File: src/rtl/fir_cmem_ctrl_if.sv
// Load, read and memory-side bus of the FIR coefficient memory controller.
interface fir_cmem_ctrl_if #(
  parameter int unsigned BITS       = 16,
  parameter int unsigned ADDR_WIDTH = 6
);
  logic                  load_start;
  logic                  load_abort;
  logic                  load_valid;
  logic [BITS-1:0]       load_data;
  logic                  load_ready;
  logic                  load_done;
  logic                  coef_valid;
  logic                  rd_req;
  logic [ADDR_WIDTH-1:0] rd_addr;
  logic                  rd_gnt;
  logic                  rd_valid;
  logic [BITS-1:0]       rd_data;
  logic                  mem_CEN;
  logic                  mem_WEN;
  logic [ADDR_WIDTH-1:0] mem_A;
  logic [BITS-1:0]       mem_D;
  logic [BITS-1:0]       mem_Q;

  // Controller view
  modport slave (
    input  load_start, load_abort, load_valid, load_data, rd_req, rd_addr, mem_Q,
    output load_ready, load_done, coef_valid, rd_gnt, rd_valid, rd_data,
           mem_CEN, mem_WEN, mem_A, mem_D
  );

  // Loader / FIR datapath / memory view
  modport master (
    output load_start, load_abort, load_valid, load_data, rd_req, rd_addr, mem_Q,
    input  load_ready, load_done, coef_valid, rd_gnt, rd_valid, rd_data,
           mem_CEN, mem_WEN, mem_A, mem_D
  );
endinterface

File: src/rtl/fir_cmem_ctrl.sv
// FIR coefficient memory controller: sequential bulk reload plus 1-cycle reads.
module fir_cmem_ctrl #(
  parameter int unsigned BITS       = 16,
  parameter int unsigned WORD_DEPTH = 64,
  parameter int unsigned ADDR_WIDTH = 6
) (
  input  logic           clk,
  input  logic           rst_n,
  fir_cmem_ctrl_if.slave bus
);

  localparam logic [ADDR_WIDTH-1:0] LAST_ADDR = ADDR_WIDTH'(WORD_DEPTH - 1);

  typedef enum logic [0:0] {
    IDLE = 1'b0,
    LOAD = 1'b1
  } state_e;

  state_e                state_q, state_d;
  logic [ADDR_WIDTH-1:0] wr_ptr_q, wr_ptr_d;
  logic                  coef_valid_q, coef_valid_d;
  logic                  load_done_q, load_done_d;
  logic                  rd_valid_q;

  logic                  load_ready;
  logic                  rd_gnt;
  logic                  mem_cen;
  logic                  mem_wen;
  logic [ADDR_WIDTH-1:0] mem_a;
  logic [BITS-1:0]       mem_d;

  // State and status registers
  always_ff @(posedge clk or negedge rst_n) begin
    if (!rst_n) begin
      state_q      <= IDLE;
      wr_ptr_q     <= '0;
      coef_valid_q <= 1'b0;
      load_done_q  <= 1'b0;
      rd_valid_q   <= 1'b0;
    end else begin
      state_q      <= state_d;
      wr_ptr_q     <= wr_ptr_d;
      coef_valid_q <= coef_valid_d;
      load_done_q  <= load_done_d;
      rd_valid_q   <= rd_gnt;
    end
  end

  // Next state, load handshake, read arbitration and memory port drive
  always_comb begin
    state_d      = state_q;
    wr_ptr_d     = wr_ptr_q;
    coef_valid_d = coef_valid_q;
    load_done_d  = 1'b0;
    load_ready   = 1'b0;
    rd_gnt       = 1'b0;
    mem_cen      = 1'b1;
    mem_wen      = 1'b1;
    mem_a        = '0;
    mem_d        = '0;

    unique case (state_q)
      IDLE: begin
        if (bus.load_start) begin
          // a reload invalidates the set immediately and wins over any read
          coef_valid_d = 1'b0;
          wr_ptr_d     = '0;
          state_d      = LOAD;
        end else if (bus.rd_req && coef_valid_q) begin
          rd_gnt  = 1'b1;
          mem_cen = 1'b0;
          mem_a   = bus.rd_addr;
        end
      end
      LOAD: begin
        if (bus.load_abort) begin
          // abandoned load: data this cycle is ignored, set stays invalid
          state_d = IDLE;
        end else begin
          load_ready = 1'b1;
          if (bus.load_valid) begin
            mem_cen = 1'b0;
            mem_wen = 1'b0;
            mem_a   = wr_ptr_q;
            mem_d   = bus.load_data;
            if (wr_ptr_q == LAST_ADDR) begin
              state_d      = IDLE;
              coef_valid_d = 1'b1;
              load_done_d  = 1'b1;
              wr_ptr_d     = '0;
            end else begin
              wr_ptr_d = wr_ptr_q + ADDR_WIDTH'(1);
            end
          end
        end
      end
      default: state_d = IDLE;
    endcase
  end

  assign bus.load_ready = load_ready;
  assign bus.load_done  = load_done_q;
  assign bus.coef_valid = coef_valid_q;
  assign bus.rd_gnt     = rd_gnt;
  assign bus.rd_valid   = rd_valid_q;
  assign bus.rd_data    = rd_valid_q ? bus.mem_Q : '0;
  assign bus.mem_CEN    = mem_cen;
  assign bus.mem_WEN    = mem_wen;
  assign bus.mem_A      = mem_a;
  assign bus.mem_D      = mem_d;

endmodule

File: src/flat_wrapper.sv
// flat-port wrapper written by rule: the top's interface ports become plain ports
module fir_cmem_ctrl_flat 
#(
  parameter int unsigned BITS       = 16,
  parameter int unsigned WORD_DEPTH = 64,
  parameter int unsigned ADDR_WIDTH = 6
)
  (clk, rst_n, bus_load_start, bus_load_abort, bus_load_valid, bus_load_data, bus_rd_req, bus_rd_addr, bus_mem_Q, bus_load_ready, bus_load_done, bus_coef_valid, bus_rd_gnt, bus_rd_valid, bus_rd_data, bus_mem_CEN, bus_mem_WEN, bus_mem_A, bus_mem_D);
  fir_cmem_ctrl_if #(.BITS(BITS), .ADDR_WIDTH(ADDR_WIDTH)) bus_i ();
  input  logic clk;
  input  logic rst_n;
  input wire logic [$bits(bus_i.load_start)-1:0] bus_load_start;
  input wire logic [$bits(bus_i.load_abort)-1:0] bus_load_abort;
  input wire logic [$bits(bus_i.load_valid)-1:0] bus_load_valid;
  input wire logic [$bits(bus_i.load_data)-1:0] bus_load_data;
  input wire logic [$bits(bus_i.rd_req)-1:0] bus_rd_req;
  input wire logic [$bits(bus_i.rd_addr)-1:0] bus_rd_addr;
  input wire logic [$bits(bus_i.mem_Q)-1:0] bus_mem_Q;
  output wire logic [$bits(bus_i.load_ready)-1:0] bus_load_ready;
  output wire logic [$bits(bus_i.load_done)-1:0] bus_load_done;
  output wire logic [$bits(bus_i.coef_valid)-1:0] bus_coef_valid;
  output wire logic [$bits(bus_i.rd_gnt)-1:0] bus_rd_gnt;
  output wire logic [$bits(bus_i.rd_valid)-1:0] bus_rd_valid;
  output wire logic [$bits(bus_i.rd_data)-1:0] bus_rd_data;
  output wire logic [$bits(bus_i.mem_CEN)-1:0] bus_mem_CEN;
  output wire logic [$bits(bus_i.mem_WEN)-1:0] bus_mem_WEN;
  output wire logic [$bits(bus_i.mem_A)-1:0] bus_mem_A;
  output wire logic [$bits(bus_i.mem_D)-1:0] bus_mem_D;
  assign bus_i.load_start = bus_load_start;
  assign bus_i.load_abort = bus_load_abort;
  assign bus_i.load_valid = bus_load_valid;
  assign bus_i.load_data = bus_load_data;
  assign bus_i.rd_req = bus_rd_req;
  assign bus_i.rd_addr = bus_rd_addr;
  assign bus_i.mem_Q = bus_mem_Q;
  assign bus_load_ready = bus_i.load_ready;
  assign bus_load_done = bus_i.load_done;
  assign bus_coef_valid = bus_i.coef_valid;
  assign bus_rd_gnt = bus_i.rd_gnt;
  assign bus_rd_valid = bus_i.rd_valid;
  assign bus_rd_data = bus_i.rd_data;
  assign bus_mem_CEN = bus_i.mem_CEN;
  assign bus_mem_WEN = bus_i.mem_WEN;
  assign bus_mem_A = bus_i.mem_A;
  assign bus_mem_D = bus_i.mem_D;
  fir_cmem_ctrl #(.BITS(BITS), .WORD_DEPTH(WORD_DEPTH), .ADDR_WIDTH(ADDR_WIDTH)) u_core (.clk(clk), .rst_n(rst_n), .bus(bus_i));
endmodule
File: config.mk
export PLATFORM = sky130hd
export DESIGN_NAME = fir_cmem_ctrl_flat
export DESIGN_NICKNAME = d
export VERILOG_FILES = /design/src/rtl/fir_cmem_ctrl_if.sv /design/src/rtl/fir_cmem_ctrl.sv /design/src/flat_wrapper.sv
export SDC_FILE = /design/constraint.sdc
export NUM_CORES = 1
export LEC_CHECK = 0
export ABC_AREA = 0
export CELL_PAD_IN_SITES_DETAIL_PLACEMENT = 0
export CELL_PAD_IN_SITES_GLOBAL_PLACEMENT = 2
export CORE_ASPECT_RATIO = 1.75
export CORE_MARGIN = 2
export CORE_UTILIZATION = 13
export DETAILED_ROUTE_END_ITERATION = 10
export GPL_ROUTABILITY_DRIVEN = 1
export PLACE_DENSITY_LB_ADDON = 0.1
export SETUP_SLACK_MARGIN = 0.02
export SKIP_CTS_REPAIR_TIMING = 1
export SLEW_MARGIN = 20
export SYNTH_ARGS = -nofsm -noshare
export SYNTH_HDL_FRONTEND = slang
export SYNTH_SLANG_ARGS = --single-unit
File: constraint.sdc
create_clock -name clk -period 2 [get_ports clk]
set_clock_uncertainty 0.2 [all_clocks]
set_input_delay 0.2 -clock clk [delete_from_list [all_inputs] [get_ports clk]]
set_output_delay 0.2 -clock clk [all_outputs]
set_load 0.02 [all_outputs]
# Word-level counts from Yosys, hierarchy flattened
# Cells that the tools add are included.
# word_totals
mem_count,0
latch_bits,0
register_bits,10
output_inout_bits,45
ram_bits,0
romBits,0
# op_classes
n_reduce_logical,3
shifts,0
n_eq_ne,5
mux,39
n_addsub,1
n_mul,0
bitwise_logic,1
n_lt_le_gt_ge,0
div_mod_pow,0
# op_table
op,count
two-way mux 16 bit,4
two-way mux 6 bit,8
case mux 6 bit (2 select lines),2
two-way mux 1 bit,22
!= test 2 bit (second input constant),4
adder 6 x 1 -> 6 bit (second input constant),1
equality test 6 bit (second input constant),1
case mux 1 bit (2 select lines),3
AND reduction 4 bit,1
AND reduction 3 bit,1
logical AND 1 bit,1
inverter 1 bit,1

# Depth between registers and ports, before layout
# Gate-level depths: netlist (run 1).
# logic_depth
depth_word,5
depth_mapped,5
ltp_nobuf,4

# Least setup slack after synthesis (run 1)
# Ideal clock, no wire load.
# synth_timing
path_type,flip-flop to output port
start,register u_core.state_q
end,output port bus_mem_A[0]
t_arrival_ps,1483
slack_ps,117
stages_incl_launch_ff,4
t_required_ps,1600
cell_sequence,dfrtp_1 > clkbuf_1 > nor3_2 > a22o_1
# synth_via
elab_chain_len,2
# synth_rtl
element,line,rtl
start: declaration,fir_cmem_ctrl.sv:19,"state_e state_q, state_d;"
start signal: assignment,fir_cmem_ctrl.sv:41,state_q <= state_d;
inverter 1 bit,fir_cmem_ctrl.sv:62,unique case (state_q)
case mux 6 bit (2 select lines) *,fir_cmem_ctrl.sv:62,
end: declaration,flat_wrapper.sv:27,output wire logic [$bits(bus_i.mem_A)-1:0] bus_mem_A;
# Mark *: on every way between the ends. The rest lies on a longest branch, timed or not.

# Final worst setup path (run 1)
# layout_timing
start,register u_core.state_q
end,output port bus_load_ready
# layout_via
elab_chain_len,1
# layout_rtl
element,line,rtl
two-way mux 1 bit,fir_cmem_ctrl.sv:62,
end: declaration,flat_wrapper.sv:19,output wire logic [$bits(bus_i.load_ready)-1:0] bus_load_ready;
# No other way between the ends.

==> impl_metrics.env, run 1 <==
export IMPL_grtUsageTotal_pct=10.9
export IMPL_die_h_um=108
export IMPL_fin_cells=272
export IMPL_path_cells="nor2b_1, clkdlybuf4s50_1"
export IMPL_syn_to_final_growth_pct=142
export IMPL_htreeDepth=1
export IMPL_final_util_pct=31.9
export IMPL_portBuffers=88
export IMPL_rsz0062_at_grt="no"
export IMPL_drive_gt1_share_pct=8.33
export IMPL_p_leak_nw=1.18
export IMPL_antenna_cells=0
export IMPL_fillers=619
export IMPL_drt_total_wl_um=3660
export IMPL_grt_max_degree=18
export IMPL_pin_count=89
export IMPL_critPathMaxFanout=4
export IMPL_antenna_found_initial=0
export IMPL_initial_core_util_pct=13.2
export IMPL_synth_seq_cells=10
export IMPL_cts_tree="done"
export IMPL_seqCellArea_um2=251
export IMPL_die_w_um=63.7
export IMPL_clockBufferDepth=2
export IMPL_grt_pass1_vias=1190
export IMPL_design_area_mm2=0.00196
export IMPL_grt_pass1_wl_um=5730
export IMPL_rows=38
export IMPL_worstPathRequired_ns=1.60
export IMPL_mostFrequentLayoutCells="63 x clkdlybuf4s50_1, 32 x and2_1, 25 x dlymetal6s2s_1"
export IMPL_hold_viol=0
export IMPL_arrival_ns=1.50
export IMPL_hpwlAfterDp_um=2990
export IMPL_fin_crit_ns=1.90
export IMPL_crit_path_max_incr_delay_ns=0.64
export IMPL_cts_buffers_inserted=3
export IMPL_wire_per_inst_um=13.5
export IMPL_vias=1108
export IMPL_multiInputGateArea_um2=519
export IMPL_synth_seq_area_share_pct=30.9
export IMPL_drc_errors=0
export IMPL_post_synth_num_cell_types=27
export IMPL_synth_top_cell_area_share_pct=30.9
export IMPL_cap_violations=0
export IMPL_ant_nets=0
export IMPL_viasPerCell=4.07
export IMPL_dp_cells=268
export IMPL_routabilityCongestion=0.698
export IMPL_ir_drop_mv=0.254
export IMPL_die_area_mm2=0.00690
export IMPL_max_slew_margin_pct=64.4
export IMPL_placed_cell_area_mm2=0.00184
export IMPL_end_kind="output pin"
export IMPL_tightest_slew_ns=0.532
export IMPL_ys_warn_count=0
export IMPL_path_class="reg -> out"
export IMPL_clock_fmax_ghz=0.527
export IMPL_synth_top_cell_by_area="dfrtp_1"
export IMPL_startpoint_type="register"
export IMPL_synth_nets=143
export IMPL_setup_viol=0
export IMPL_coreArea_mm2=0.00613
export IMPL_clockRootBuffer="clkbuf_8"
export IMPL_syn_avg_cell_area_um2=8.26
export IMPL_finalNetCount=238
export IMPL_status="finished, final reports clean"
export IMPL_synthesis_area_um2=810
export IMPL_grt_overflow_total=0
export IMPL_final_common_cell="clkdlybuf4s50_1"
export IMPL_clkSinkCount=10
export IMPL_synth_area_leaders="dfrtp_1 31%, and2_1 25%, a22o_1 8.7%"
export IMPL_powerDensity_mw_per_mm2=427
export IMPL_hold_class="in -> async"
export IMPL_slew_viol_final=0
export IMPL_first_pass_iters=3
export IMPL_syn_inst=98
export IMPL_clkTransAtPathRegs_ns=0.05
export IMPL_clk_latency_ns=0.24
export IMPL_slowest_stage="clkdlybuf4s50_1"
export IMPL_drtIter0Drc=24
export IMPL_post_route_period_util_pct=94.9
[report_power, final]
part | leakage [nW] | internal [W] | switching (W)
combinational | 1.02 | 0.000168 | 0.000105
sequential | 0.132 | 0.000238 | 0.0000645
clock | 0.0288 | 0.000174 | 0.0000863
[registers in the layout (all words and copies together) (netlist names)]
name,cells
u_core.bus.rd_valid,1
u_core.bus.coef_valid,1
u_core.state_q,1
u_core.wr_ptr_q,6
u_core.bus.load_done,1
[stage by stage]
| stage | TNS [ns] | total power, W | hold WS (ns) | setup WS (ns) |
|---|---|---|---|---|
| after floorplan | 0 | 0.000409 | -0.296 | 0.117 |
| after global placement | -4.86 | 0.000583 | 0.308 | -0.215 |
| after detailed placement | -5.73 | 0.000585 | 0.313 | -0.269 |
| after CTS | -5.93 | 0.000850 | 0.139 | -0.278 |
| after global routing | 0 | 0.000892 | 0.154 | 0.0294 |
| final | 0 | 0.000836 | 0.114 | 0.102 |
[metal layers]
metal  up-vias  part of all wire, %  GRT usage, %
met2        79                   55          21.7
li1        527                    -             -
met4         0                  1.9          5.59
met5         -                    0             0
met1       497                   33          9.48
met3         5                   10          3.12
[worst max-delay path: cells and delay by family, from the launching register on]
family	cells	cell delay, ns
buf+inv	1	0.64
flops	1	0.40
simple gates	1	0.22
[cells in the mapped netlist (all sizes together)]
cell type and number:
inv 1, and2 32, o211ai 1, a22o 8, ha 1, o2111ai 1, nand2 6, buf 1
o21ai 1, a21oi 2, nand4 1, nor3 1, nor2b 1, nor4b 1, or4b 1, and2b 1
clkbuf 6, dfrtp 10, and3 2, nand4b 1, nor2 5, a21o 1, and3b 1, nand3 7
and4b 1, a211o 3, nand2b 1
[area by class of cell]
class	count	area share, %
clock buffers	4	2.82
well taps	80	5.12
flip-flops and latches	10	12.9
multi-input cells	80	26.6
repair buffers	97	52.3
inverters	1	0.320
[final timing paths]
check	startpoint	endpoint	slack (ns)	depth (start not counted)
max	u_core.state_q	bus_load_ready	0.10	2
min	rst_n	u_core.bus.load_done	0.11	1
max reg2reg	u_core.state_q	u_core.wr_ptr_q[3]	0.18	6
min reg2reg	u_core.bus.coef_valid	u_core.bus.coef_valid	0.33	2
max in group asynchronous	rst_n	u_core.bus.rd_valid	1.10	1
min in group clk	u_core.bus.coef_valid	u_core.bus.coef_valid	0.33	2
[kinds of logic (layout without fill, tap and decap cells)]
kind of cell	Yosys count	after routing	share of synthesized area, %
AND/OR/NAND/NOR	62	62	45.9
adder cells (fa/ha/maj)	1	1	1.55
AO/OA/AOI/OAI	17	17	16.7
buffers and inverters	8	102	4.95
flip-flops	10	10	30.9
Power figures use the tool's default switching activity.
==> inputs of run 2 (changes only) <==
--- a/config.mk
+++ b/config.mk
@@ -13,7 +13,7 @@
 export CORE_UTILIZATION = 13
 export DETAILED_ROUTE_END_ITERATION = 10
 export GPL_ROUTABILITY_DRIVEN = 1
-export PLACE_DENSITY_LB_ADDON = 0.1
+export PLACE_DENSITY = 0.82
 export SETUP_SLACK_MARGIN = 0.02
 export SKIP_CTS_REPAIR_TIMING = 1
 export SLEW_MARGIN = 20
==> run 2 against run 1 <==
Net effect: hold slack worse by 0.029 ns; critical path type unchanged; sequential power is 6% lower; largest cell class unchanged; via count is 1.9% lower; sequential cell count stayed put; global-route usage is 1.5 points lower; clock power hardly changed; count of clock-buffer cells in the layout stayed put.
==> impl_metrics.env, run 2 (same netlist as run 1, synthesis figures left out) <==
export IMPL_slew_viol_final=0
export IMPL_die_h_um=108
export IMPL_fin_cells=273
export IMPL_rsz0062_at_grt="yes"
export IMPL_crit_path_max_incr_delay_ns=0.61
export IMPL_hpwlAfterDp_um=2780
export IMPL_clkSinkCount=10
export IMPL_drc_errors=0
export IMPL_die_area_mm2=0.00690
export IMPL_powerDensity_mw_per_mm2=433
export IMPL_setup_viol=0
export IMPL_coreArea_mm2=0.00613
export IMPL_portBuffers=88
export IMPL_ant_nets=0
export IMPL_first_pass_iters=4
export IMPL_cts_buffers_inserted=3
export IMPL_rows=38
export IMPL_critPathBufInv=1
export IMPL_fin_crit_ns=1.89
export IMPL_tns_ns=0
export IMPL_path_cells="and2_1, clkdlybuf4s50_1"
export IMPL_clockBufferDepth=2
export IMPL_hold_class="in -> async"
export IMPL_dp_cells=269
export IMPL_fillers=639
export IMPL_initial_core_util_pct=13.2
export IMPL_status="finished, final reports clean"
export IMPL_hold_slack_ns=0.0852
export IMPL_hold_viol=0
export IMPL_clk_latency_ns=0.24
export IMPL_largest_register="u_core.wr_ptr_q"
export IMPL_startpoint_type="register"
export IMPL_grt_max_degree=27
export IMPL_arrival_ns=1.49
export IMPL_die_w_um=63.7
export IMPL_drive_gt1_share_pct=9.33
export IMPL_crit_family="buffers and inverters"
export IMPL_cts_tree="done"
export IMPL_finalNetCount=239
export IMPL_cp_depth=2
export IMPL_vias=1087
export IMPL_end_kind="output pin"
export IMPL_grtUsageTotal_pct=9.39
export IMPL_power_w=0.000851
export IMPL_ir_drop_mv=0.289
export IMPL_grt_pass1_wl_um=5120
export IMPL_tightest_slew_ns=0.468
export IMPL_path_class="reg -> out"
export IMPL_post_route_period_util_pct=94.3
export IMPL_drt_total_wl_um=3460
export IMPL_routabilityCongestion=0.770
export IMPL_drtIter0Drc=26
export IMPL_mostFrequentLayoutCells="62 x clkdlybuf4s50_1, 32 x and2_1, 26 x dlymetal6s2s_1"
export IMPL_reg2reg_depth=5
export IMPL_p_leak_nw=1.20
export IMPL_clkTransAtPathRegs_ns=0.05
export IMPL_largest_register_ffs=6
export IMPL_max_slew_margin_pct=68.7
export IMPL_cap_violations=0
export IMPL_worstPathRequired_ns=1.60
export IMPL_critPathMaxFanout=17
export IMPL_htreeDepth=1
export IMPL_final_util_pct=32.1
export IMPL_grt_pass1_vias=1021
export IMPL_clock_fmax_ghz=0.530
export IMPL_clockRootBuffer="clkbuf_8"
export IMPL_syn_to_final_growth_pct=143
export IMPL_antenna_cells=0
export IMPL_antenna_found_initial=0
export IMPL_grt_overflow_total=0
export IMPL_final_common_cell="clkdlybuf4s50_1"
export IMPL_viasPerCell=3.98
export IMPL_wire_per_inst_um=12.7
export IMPL_slowest_stage="clkdlybuf4s50_1"
export IMPL_pin_count=89
==> run 2: changes by cell type in the layout (fill, tap and decap cells not counted) <==
cell,before,now
buf_4,8,9
dfrtp_2,1,2
dfrtp_1,9,8
dlymetal6s2s_1,25,26
clkdlybuf4s50_1,63,62
==> run 2: final timing paths <==
path                       slack (ns)                    end                  start
hold / removal                   0.09     u_core.wr_ptr_q[0]                  rst_n
min in group clk                 0.33  u_core.bus.coef_valid  u_core.bus.coef_valid
setup / recovery                 0.11         bus_rd_data[7]    u_core.bus.rd_valid
hold reg to reg                  0.33  u_core.bus.coef_valid  u_core.bus.coef_valid
setup reg to reg                 0.27     u_core.wr_ptr_q[3]         u_core.state_q
max in group asynchronous        1.17    u_core.bus.rd_valid                  rst_n
==> run 2: layout make-up <==
cell class	instances	area (um^2)	area share, %
clock buffers	4	55.1	2.80
inverters	1	6.26	0.318
multi-input cells	80	519	26.4
flip-flops and latches	10	253	12.8
well taps	80	100	5.09
repair buffers	98	1030	52.5
==> run 2: worst register-to-register path: stages (launching register included) <==
cell	delay [ns]
dfrtp_2	0.41
and3b_1	0.22
buf_12	0.17
inv_4	0.06
or4b_1	0.50
nand3_1	0.10
==> run 2: report_power, final <==
| group | internal (W) | total, W | switching [W] |
|---|---|---|---|
| logic | 0.000182 | 0.000310 | 0.000128 |
| registers | 0.000239 | 0.000283 | 0.0000448 |
| clock network | 0.000173 | 0.000257 | 0.0000839 |
==> run 2: metrics by stage <==
step / worst slack, ns / area [um^2]
after floorplan: 0.117 / 810
after global placement: -0.202 / 1840
after detailed placement: -0.211 / 1840
after CTS: -0.253 / 1900
after global routing: 0.00791 / 1970
final: 0.113 / 1970
==> run 2: metal layers <==
metal  track usage (%)  part of all wire (%)
met1              9.50                    35
met5                 0                     0
met3              1.56                   5.7
met2              18.8                    58
met4              3.26                   1.2
==> inputs of run 3 (changes only) <==
--- a/config.mk
+++ b/config.mk
@@ -13,6 +13,7 @@
 export CORE_UTILIZATION = 13
 export DETAILED_ROUTE_END_ITERATION = 10
 export GPL_ROUTABILITY_DRIVEN = 1
+export GPL_TIMING_DRIVEN = 0
 export PLACE_DENSITY = 0.82
 export SETUP_SLACK_MARGIN = 0.02
 export SKIP_CTS_REPAIR_TIMING = 1
==> run 3 against run 2 <==
Net effect: die area is the same; register-to-register slack hardly changed; total power shrank 3.5%; combinational power fell by 9.4%; maximum frequency is 0.80% lower; count of clock-buffer cells in the layout is the same; clock power about the same; hold slack better by 0.0090 ns.
==> impl_metrics.env, run 3 (same netlist as run 1, synthesis figures left out) <==
export IMPL_status="finished, final reports clean"
export IMPL_die_h_um=108
export IMPL_rows=38
export IMPL_wire_per_inst_um=12.3
export IMPL_p_leak_nw=1.14
export IMPL_htreeDepth=1
export IMPL_power_w=0.000821
export IMPL_end_kind="output pin"
export IMPL_drt_total_wl_um=3340
export IMPL_setup_viol=0
export IMPL_pin_count=89
export IMPL_worstPathRequired_ns=1.60
export IMPL_hold_class="in -> async"
export IMPL_clkTransAtPathRegs_ns=0.05
export IMPL_path_class="reg -> out"
export IMPL_die_w_um=63.7
export IMPL_placed_cell_area_mm2=0.00179
export IMPL_vias=1070
export IMPL_cts_tree="done"
export IMPL_routabilityCongestion=0.741
export IMPL_startpoint_type="register"
export IMPL_grt_pass1_vias=994
export IMPL_mostFrequentLayoutCells="52 x clkdlybuf4s50_1, 32 x and2_1, 21 x dlymetal6s2s_1"
export IMPL_antenna_found_initial=0
export IMPL_clockBufferDepth=2
export IMPL_largest_register="u_core.wr_ptr_q"
export IMPL_critPathMaxFanout=10
export IMPL_first_pass_iters=4
export IMPL_rsz0062_at_grt="no"
export IMPL_antenna_cells=0
export IMPL_grt_pass1_wl_um=4950
export IMPL_clk_latency_ns=0.24
export IMPL_fillers=634
export IMPL_die_area_mm2=0.00690
export IMPL_fin_crit_ns=1.90
export IMPL_drive_gt1_share_pct=15.1
export IMPL_hold_slack_ns=0.0942
export IMPL_largest_register_ffs=6
export IMPL_final_common_cell="clkdlybuf4s50_1"
export IMPL_initial_core_util_pct=13.2
export IMPL_slew_viol_final=0
export IMPL_clkSinkCount=10
export IMPL_clock_fmax_ghz=0.526
export IMPL_grt_overflow_total=0
export IMPL_syn_to_final_growth_pct=131
export IMPL_drtIter0Drc=33
export IMPL_finalNetCount=238
export IMPL_ir_drop_mv=0.351
export IMPL_powerDensity_mw_per_mm2=440
export IMPL_hpwlAfterDp_um=2680
export IMPL_arrival_ns=1.50
export IMPL_coreArea_mm2=0.00613
export IMPL_hold_viol=0
export IMPL_multiInputGateArea_um2=526
export IMPL_seqCellArea_um2=251
export IMPL_cts_buffers_inserted=3
export IMPL_tightest_slew_ns=0.495
export IMPL_grt_max_degree=11
export IMPL_cap_violations=0
export IMPL_clockRootBuffer="clkbuf_8"
export IMPL_drc_errors=0
export IMPL_max_slew_margin_pct=66.9
export IMPL_portBuffers=88
export IMPL_ant_nets=0
export IMPL_viasPerCell=3.93
export IMPL_grtUsageTotal_pct=8.99
export IMPL_design_area_mm2=0.00187
export IMPL_post_route_period_util_pct=95.1
[run 3: cell count changes in the layout (fill, tap and decap cells not counted), moves of 2 or more]
cell and delta:
clkbuf_2 +15, clkdlybuf4s50_1 -10, clkbuf_1 +2, buf_2 +2
buf_4 -7, dlymetal6s2s_1 -5
[run 3: critical path: stages, from the launching register on]
cell and delay [ns]:
dfrtp_1 0.39, buf_2 0.20, nor3_4 0.16, buf_12 0.15, a22o_1 0.13, dlymetal6s2s_1 0.24
[run 3: worst paths after layout]
kind,to,depth (start not counted),slack (ns),start
worst max-delay path,bus_mem_A[4],5,0.1,u_core.state_q
max in group asynchronous,u_core.bus.rd_valid,1,1.14,rst_n
worst max register to register,u_core.wr_ptr_q[3],4,0.28,u_core.wr_ptr_q[2]
worst min-delay path,u_core.wr_ptr_q[1],1,0.09,rst_n
min in group clk,u_core.bus.coef_valid,2,0.33,u_core.bus.coef_valid
worst min register to register,u_core.bus.coef_valid,2,0.33,u_core.bus.coef_valid
[run 3: cell type report]
type	instances	area share (%)
buffer	7	2.34
tap	80	5.36
inverter	1	0.335
sequential	10	13.5
timing repair buffer	90	47.4
multi-input combinational	80	28.1
clock buffer	4	2.95
[run 3: stage by stage]
stage	cells	utilization, %	worst slack [ns]	TNS, ns
finish	272	30.5	0.0980	0
global route	272	30.5	0.0335	0
CTS	270	30.1	-0.773	-15.21
detailed placement	266	29.2	-0.585	-11.58
global placement	266	29.2	-0.593	-12.06
floorplan	98	-	0.117	0
[run 3: where the power goes]
| group | total (W) | switching, W | internal (W) |
|---|---|---|---|
| Sequential | 0.000281 | 0.0000431 | 0.000238 |
| Clock | 0.000259 | 0.0000854 | 0.000174 |
| Combinational | 0.000281 | 0.000128 | 0.000154 |
| Total | 0.000821 | 0.000256 | 0.000565 |
[run 3: metal layers]
metal | vias to the layer above | wire, um | track usage [%] | part of all wire, %
met2 | 58 | 1890 | 18.0 | 57
met1 | 480 | 1170 | 8.90 | 35
met3 | 4 | 253 | 1.98 | 7.6
li1 | 528 | - | - | -
met4 | 0 | 29 | 2.80 | 0.87
met5 | - | 0 | 0 | 0
==> edit 1 (settings of run 3) <==
`BITS` is set to 16 in 3 places; all go to 20.
--- a/src/rtl/fir_cmem_ctrl_if.sv
+++ b/src/rtl/fir_cmem_ctrl_if.sv
@@ -1,6 +1,6 @@
 // Load, read and memory-side bus of the FIR coefficient memory controller.
 interface fir_cmem_ctrl_if #(
-  parameter int unsigned BITS       = 16,
+  parameter int unsigned BITS       = 20,
   parameter int unsigned ADDR_WIDTH = 6
 );
   logic                  load_start;
--- a/src/rtl/fir_cmem_ctrl.sv
+++ b/src/rtl/fir_cmem_ctrl.sv
@@ -1,6 +1,6 @@
 // FIR coefficient memory controller: sequential bulk reload plus 1-cycle reads.
 module fir_cmem_ctrl #(
-  parameter int unsigned BITS       = 16,
+  parameter int unsigned BITS       = 20,
   parameter int unsigned WORD_DEPTH = 64,
   parameter int unsigned ADDR_WIDTH = 6
 ) (
--- a/src/flat_wrapper.sv
+++ b/src/flat_wrapper.sv
@@ -1,7 +1,7 @@
 // flat-port wrapper written by rule: the top's interface ports become plain ports
 module fir_cmem_ctrl_flat 
 #(
-  parameter int unsigned BITS       = 16,
+  parameter int unsigned BITS       = 20,
   parameter int unsigned WORD_DEPTH = 64,
   parameter int unsigned ADDR_WIDTH = 6
 )
Interface: changed (resized bus_load_data, bus_mem_D, bus_mem_Q and bus_rd_data); port bits go from 89 to 105. No check against the original RTL was run, so the function may have changed too.
==> edit 1 against run 3 <==
- die area rose by 6.3%
- global-route usage up 0.59 points
- power increased by 23%
- synthesized cell count increased by 8.2%
- setup slack got worse by 0.011 ns
- via count up 8.1%
- maximum frequency is 0.56% lower
- routed wire length grew 3.2%
- final area increased by 12%
- sequential power is 8.2% higher
- area after synthesis is 6.6% higher
- sequential cell count is the same
- critical endpoint is now bus_mem_D[19]
- largest power group is now clock
==> edit 1: results (changes against run 3) <==
| Metric | Value |
|---|---|
| # nets final | `271 (was 238)` |
| R2R Path Start | `u_core.state_q (was u_core.wr_ptr_q[2])` |
| DP Area | `2010 um^2 (was 1790 um^2)` |
| Hold slack | `0.101 ns (was 0.0942 ns)` |
| First-pass GRT wire length | `5.38 mm (was 4.95 mm)` |
| Area of the multi-input gates | `553 um^2 (was 526 um^2)` |
| Combinational cell power | `310 uW (was 281 uW)` |
| Pre-CTS setup slack | `-0.769 ns (was -0.585 ns)` |
| Netlist cell types | `26 (was 27)` |
| Detailed Route WL | `3.45 mm (was 3.34 mm)` |
| Synth top cells by count | `41 x and2_1, 10 x dfrtp_1, 10 x nand2_1 (was 32 x and2_1, 10 x dfrtp_1, 8 x a22o_1)` |
| Slew @ Worst Pin | `0.491 ns (was 0.495 ns)` |
| Top FF cell, synth | `dfrtp_1 (unchanged)` |
| Clk root buf | `clkbuf_16 (was clkbuf_8)` |
| Inverters | `4 (was 1)` |
| Worst VDD drop | `0.000233 V (was 0.000351 V)` |
| Final-layout non-clock buffer area share | `51.5% (was 49.8%)` |
| Synth Area in Adders | `1.45% (was 1.55%)` |
| Count of multi-input gates | `85 (was 80)` |
| Clk tree area frac | `4.26% (was 2.95%)` |
| Avg Cell Area, Syn | `8.14 um^2 (was 8.26 um^2)` |
| Compound-Gate Fraction of Synth Area | `18.6% (was 16.7%)` |
| Fin util | `32.2% (was 30.5%)` |
| Vias | `1157 (was 1070)` |
| # Taps | `82 (was 80)` |
| P per Cell Area | `483 nW/um^2 (was 440 nW/um^2)` |
| Worst Reg-to-Reg Cells | `6 (was 4)` |
| Reg2Reg Setup Slack | `0.38 ns (was 0.28 ns)` |
| Seq/Total Area, Yosys | `29.0% (was 30.9%)` |
| Syn Nets | `159 (was 143)` |
| Area contributors post-synth | `and2_1 30%, dfrtp_1 29%, a22o_1 5.1%, nand2_1 4.3%, buf_6 3.9% (was dfrtp_1 31%, and2_1 25%, a22o_1 8.7%, nand3_1 4.3%, a211o_1 3.2%)` |
| Register Area | `250 um^2 (was 251 um^2)` |
| Lkg Pwr | `0.00131 uW (was 0.00114 uW)` |
| Initial antenna violation count | `0 (unchanged)` |
| Pre-antenna DRT Iters | `4 (unchanged)` |
| All-Layer GR Usage | `9.58% (was 8.99%)` |
| Warnings, synthesis | `0 (unchanged)` |
| RD Place Congestion | `0.788 (was 0.741)` |
| Non-CTS buffers | `114 (was 97)` |
| Critical Path AT | `1.51 ns` |
| Sw frac | `28.1% (was 31.2%)` |
| Post-synth ARST share | `100% (unchanged)` |
| Via/cell ratio | `3.87 (was 3.93)` |
| Number of DRC markers in iteration 0 | `9 (was 33)` |
| Port bufs | `104 (was 88)` |
| Post-DP HPWL | `2.89 mm (was 2.68 mm)` |
| # fillers | `697 (was 634)` |
| Status | `finished clean (unchanged)` |
| Placed instance count | `292 (was 266)` |
| P_seq | `304 uW (was 281 uW)` |
| Fraction of layout cells with a size suffix above 1 | `21.2% (was 15.1%)` |
==> edit 1: how the worst max path moves through the flow <==
stage                          start            end  slack, ns  cells past startpoint
2_1_floorplan  u_core.bus.coef_valid   bus_mem_A[1]       0.20                      3
3_3_place_gp          bus_load_start   bus_mem_A[3]      -0.76                      4
3_5_place_dp          bus_load_start   bus_mem_A[3]      -0.77                      4
4_1_cts               bus_load_start   bus_mem_A[3]      -0.77                      4
5_1_grt               u_core.state_q   bus_mem_A[0]      0.003                      7
6_report              u_core.state_q  bus_mem_D[19]       0.09                      6
==> edit 1: layer usage <==
layer / track usage, % / share of wire [%] / vias to the layer above
li1: - / - / 576
met1: 9.13 / 33 / 483
met2: 17.8 / 52 / 96
met3: 3.64 / 15 / 2
met4: 3.75 / 1.1 / 0
met5: 0 / 0 / -
==> edit 1: critical path, stage by stage (launching register included) <==
cell            delay (ns)
dfrtp_1               0.37
buf_6                 0.11
and3b_1               0.17
buf_6                 0.13
buf_8                 0.14
and2_1                0.15
dlymetal6s2s_1        0.20
==> edit 2 (config.mk and constraints of run 3) <==
Without the edit above. Make the reset (`rst_n`) synchronous in one clocked block.
--- a/src/rtl/fir_cmem_ctrl.sv
+++ b/src/rtl/fir_cmem_ctrl.sv
@@ -30,7 +30,7 @@
   logic [BITS-1:0]       mem_d;
 
   // State and status registers
-  always_ff @(posedge clk or negedge rst_n) begin
+  always_ff @(posedge clk) begin
     if (!rst_n) begin
       state_q      <= IDLE;
       wr_ptr_q     <= '0;
Behaviour: differs if rst_n is asserted again (counterexample within 4 cycles, from zero or initial values and one cycle with rst_n low); with rst_n held inactive, the same outputs for 10 cycles.
==> edit 2 against run 3 <==
- area after synthesis is 9.1% lower
- first-iteration DRC count is 33% lower
- global-route usage hardly changed
- final area is 2.5% lower
- setup slack better by 0.0049 ns
- sequential cell count stayed put
- routed wire length is 7.9% lower
- highest routed layer unchanged
- critical path type unchanged
Power is not compared: it rests on default switching activity, and its combinational part moved more than twofold at a synthesized area within 25%.
==> edit 2: results (changes against run 3) <==
| Metric | Value |
|---|---|
| GR Util met3 | `1.50% (was 1.98%)` |
| Largest net degree at the start of global routing | `11 (unchanged)` |
| Max stage delay on crit path | `0.33 ns (was 0.39 ns)` |
| WL/cell | `11.9 um (was 12.3 um)` |
| Worst r2r dst | `u_core.wr_ptr_q[3] (unchanged)` |
| Insertion delay of the later-clocked pin in the worst-skew pair | `0.24 ns (about the same)` |
| Post-synth ARST share | `0% (was 100%)` |
| Vias | `977 (was 1070)` |
| Metal2 WL | `1.69 mm (was 1.89 mm)` |
| CP max stage cell | `dfxtp_2 (was dfrtp_1)` |
| Top FF cell, synth | `dfxtp_1 (was dfrtp_1)` |
| Hold crit path type | `in -> reg (was in -> async)` |
| All-Layer GR Usage | `8.97% (was 8.99%)` |
| CP max FO | `10 (unchanged)` |
| Area contributors post-synth | `and2_1 28%, dfxtp_1 27%, a22o_1 7.1%, xor2_1 4.8%, nor2_1 2.6% (was dfrtp_1 31%, and2_1 25%, a22o_1 8.7%, nand3_1 4.3%, a211o_1 3.2%)` |
| Post-DP HPWL | `2.51 mm (was 2.68 mm)` |
| Avg Cell Area, Syn | `8.27 um^2 (was 8.26 um^2)` |
| DP Area | `1710 um^2 (was 1790 um^2)` |
| Fraction of layout cells with a size suffix above 1 | `15.3% (was 15.1%)` |
| # nets final | `229 (was 238)` |
| Seq/Total Area, Yosys | `27.2% (was 30.9%)` |
| Worst Reg-to-Reg Cells | `6 (was 4)` |
| Pre-antenna DRT Iters | `2 (was 4)` |
| Fin util | `33.2% (was 30.5%)` |
| Status | `finished clean (unchanged)` |
| WL met1 | `1.03 mm (was 1.17 mm)` |
| Reg2Reg Setup Slack | `0.36 ns (was 0.28 ns)` |
| Synth top cells by count | `33 x and2_1, 10 x dfxtp_1, 6 x a22o_1 (was 32 x and2_1, 10 x dfrtp_1, 8 x a22o_1)` |
| Number of global-route vias before repair | `899 (was 994)` |
| Met1 usage | `8.88% (was 8.90%)` |
| Final Non-Filler Cells | `259 (was 272)` |
| Met3 WL | `306 um (was 253 um)` |
| Met2 usage | `17.2% (was 18.0%)` |
| Syn Nets | `134 (was 143)` |
| R2R Path Start | `u_core.state_q (was u_core.wr_ptr_q[2])` |
| Pre-CTS setup slack | `-0.599 ns (was -0.585 ns)` |
| RD Place Congestion | `0.667 (was 0.741)` |
| First-pass GRT wire length | `4.33 mm (was 4.95 mm)` |
| Number of DRC markers in iteration 0 | `22 (was 33)` |
| Placed instance count | `253 (was 266)` |
| # fillers | `601 (was 634)` |
| Slew @ Worst Pin | `0.254 ns (was 0.495 ns)` |
-- edit 2: cell families (layout without fill, tap and decap cells) --
family,count (synthesis),count (layout),share of synthesized area [%]
simple gates,51,51,42.9
compound gates,17,17,19.4
flops,10,10,27.2
buf+inv,6,100,4.08
xor+xnor,4,4,4.76
fa+ha+maj,1,1,1.70
-- edit 2: per-stage QoR --
step / TNS (ns) / hold slack, ns
floorplan: 0 / 0.118
global placement: -12.21 / 0.288
detailed placement: -12.36 / 0.300
CTS: -14.00 / 0.322
global route: 0 / 0.182
finish: 0 / 0.144
-- edit 2: worst max-delay path: cells and delay by family, from the launching register on --
family | cells | cell delay, ns
buffers and inverters | 4 | 0.54
DFF | 1 | 0.33
and+or+nand+nor | 2 | 0.37
-- edit 2: worst max-delay path by stage --
stage / from / end / slack [ns] / cells past startpoint
6_report: u_core.state_q / bus_mem_D[10] / 0.10 / 6
2_1_floorplan: u_core.bus.coef_valid / bus_mem_A[0] / 0.23 / 3
5_1_grt: u_core.state_q / bus_mem_D[10] / 0.04 / 6
3_5_place_dp: bus_load_valid / bus_mem_D[10] / -0.60 / 6
4_1_cts: bus_load_valid / bus_mem_D[10] / -0.60 / 6
3_3_place_gp: bus_load_valid / bus_mem_D[10] / -0.60 / 6
-- edit 2: power groups by stage --
stage / registers (uW) / logic, uW / clock network [uW]
after floorplan: 207 / 34.8 / 0
after global placement: 208 / 138 / 0
after detailed placement: 208 / 138 / 0
after CTS: 204 / 139 / 259
after global routing: 204 / 147 / 271
final: 204 / 136 / 252
-- edit 2: layout make-up --
class                           count  area share (%)
Buffer                              4            1.79
Multi-Input combinational cell     73            28.0
Tap cell                           76            5.22
Inverter                            1           0.206
Timing Repair Buffer               91            50.7
Clock buffer                        4            3.02
Sequential cell                    10            11.1
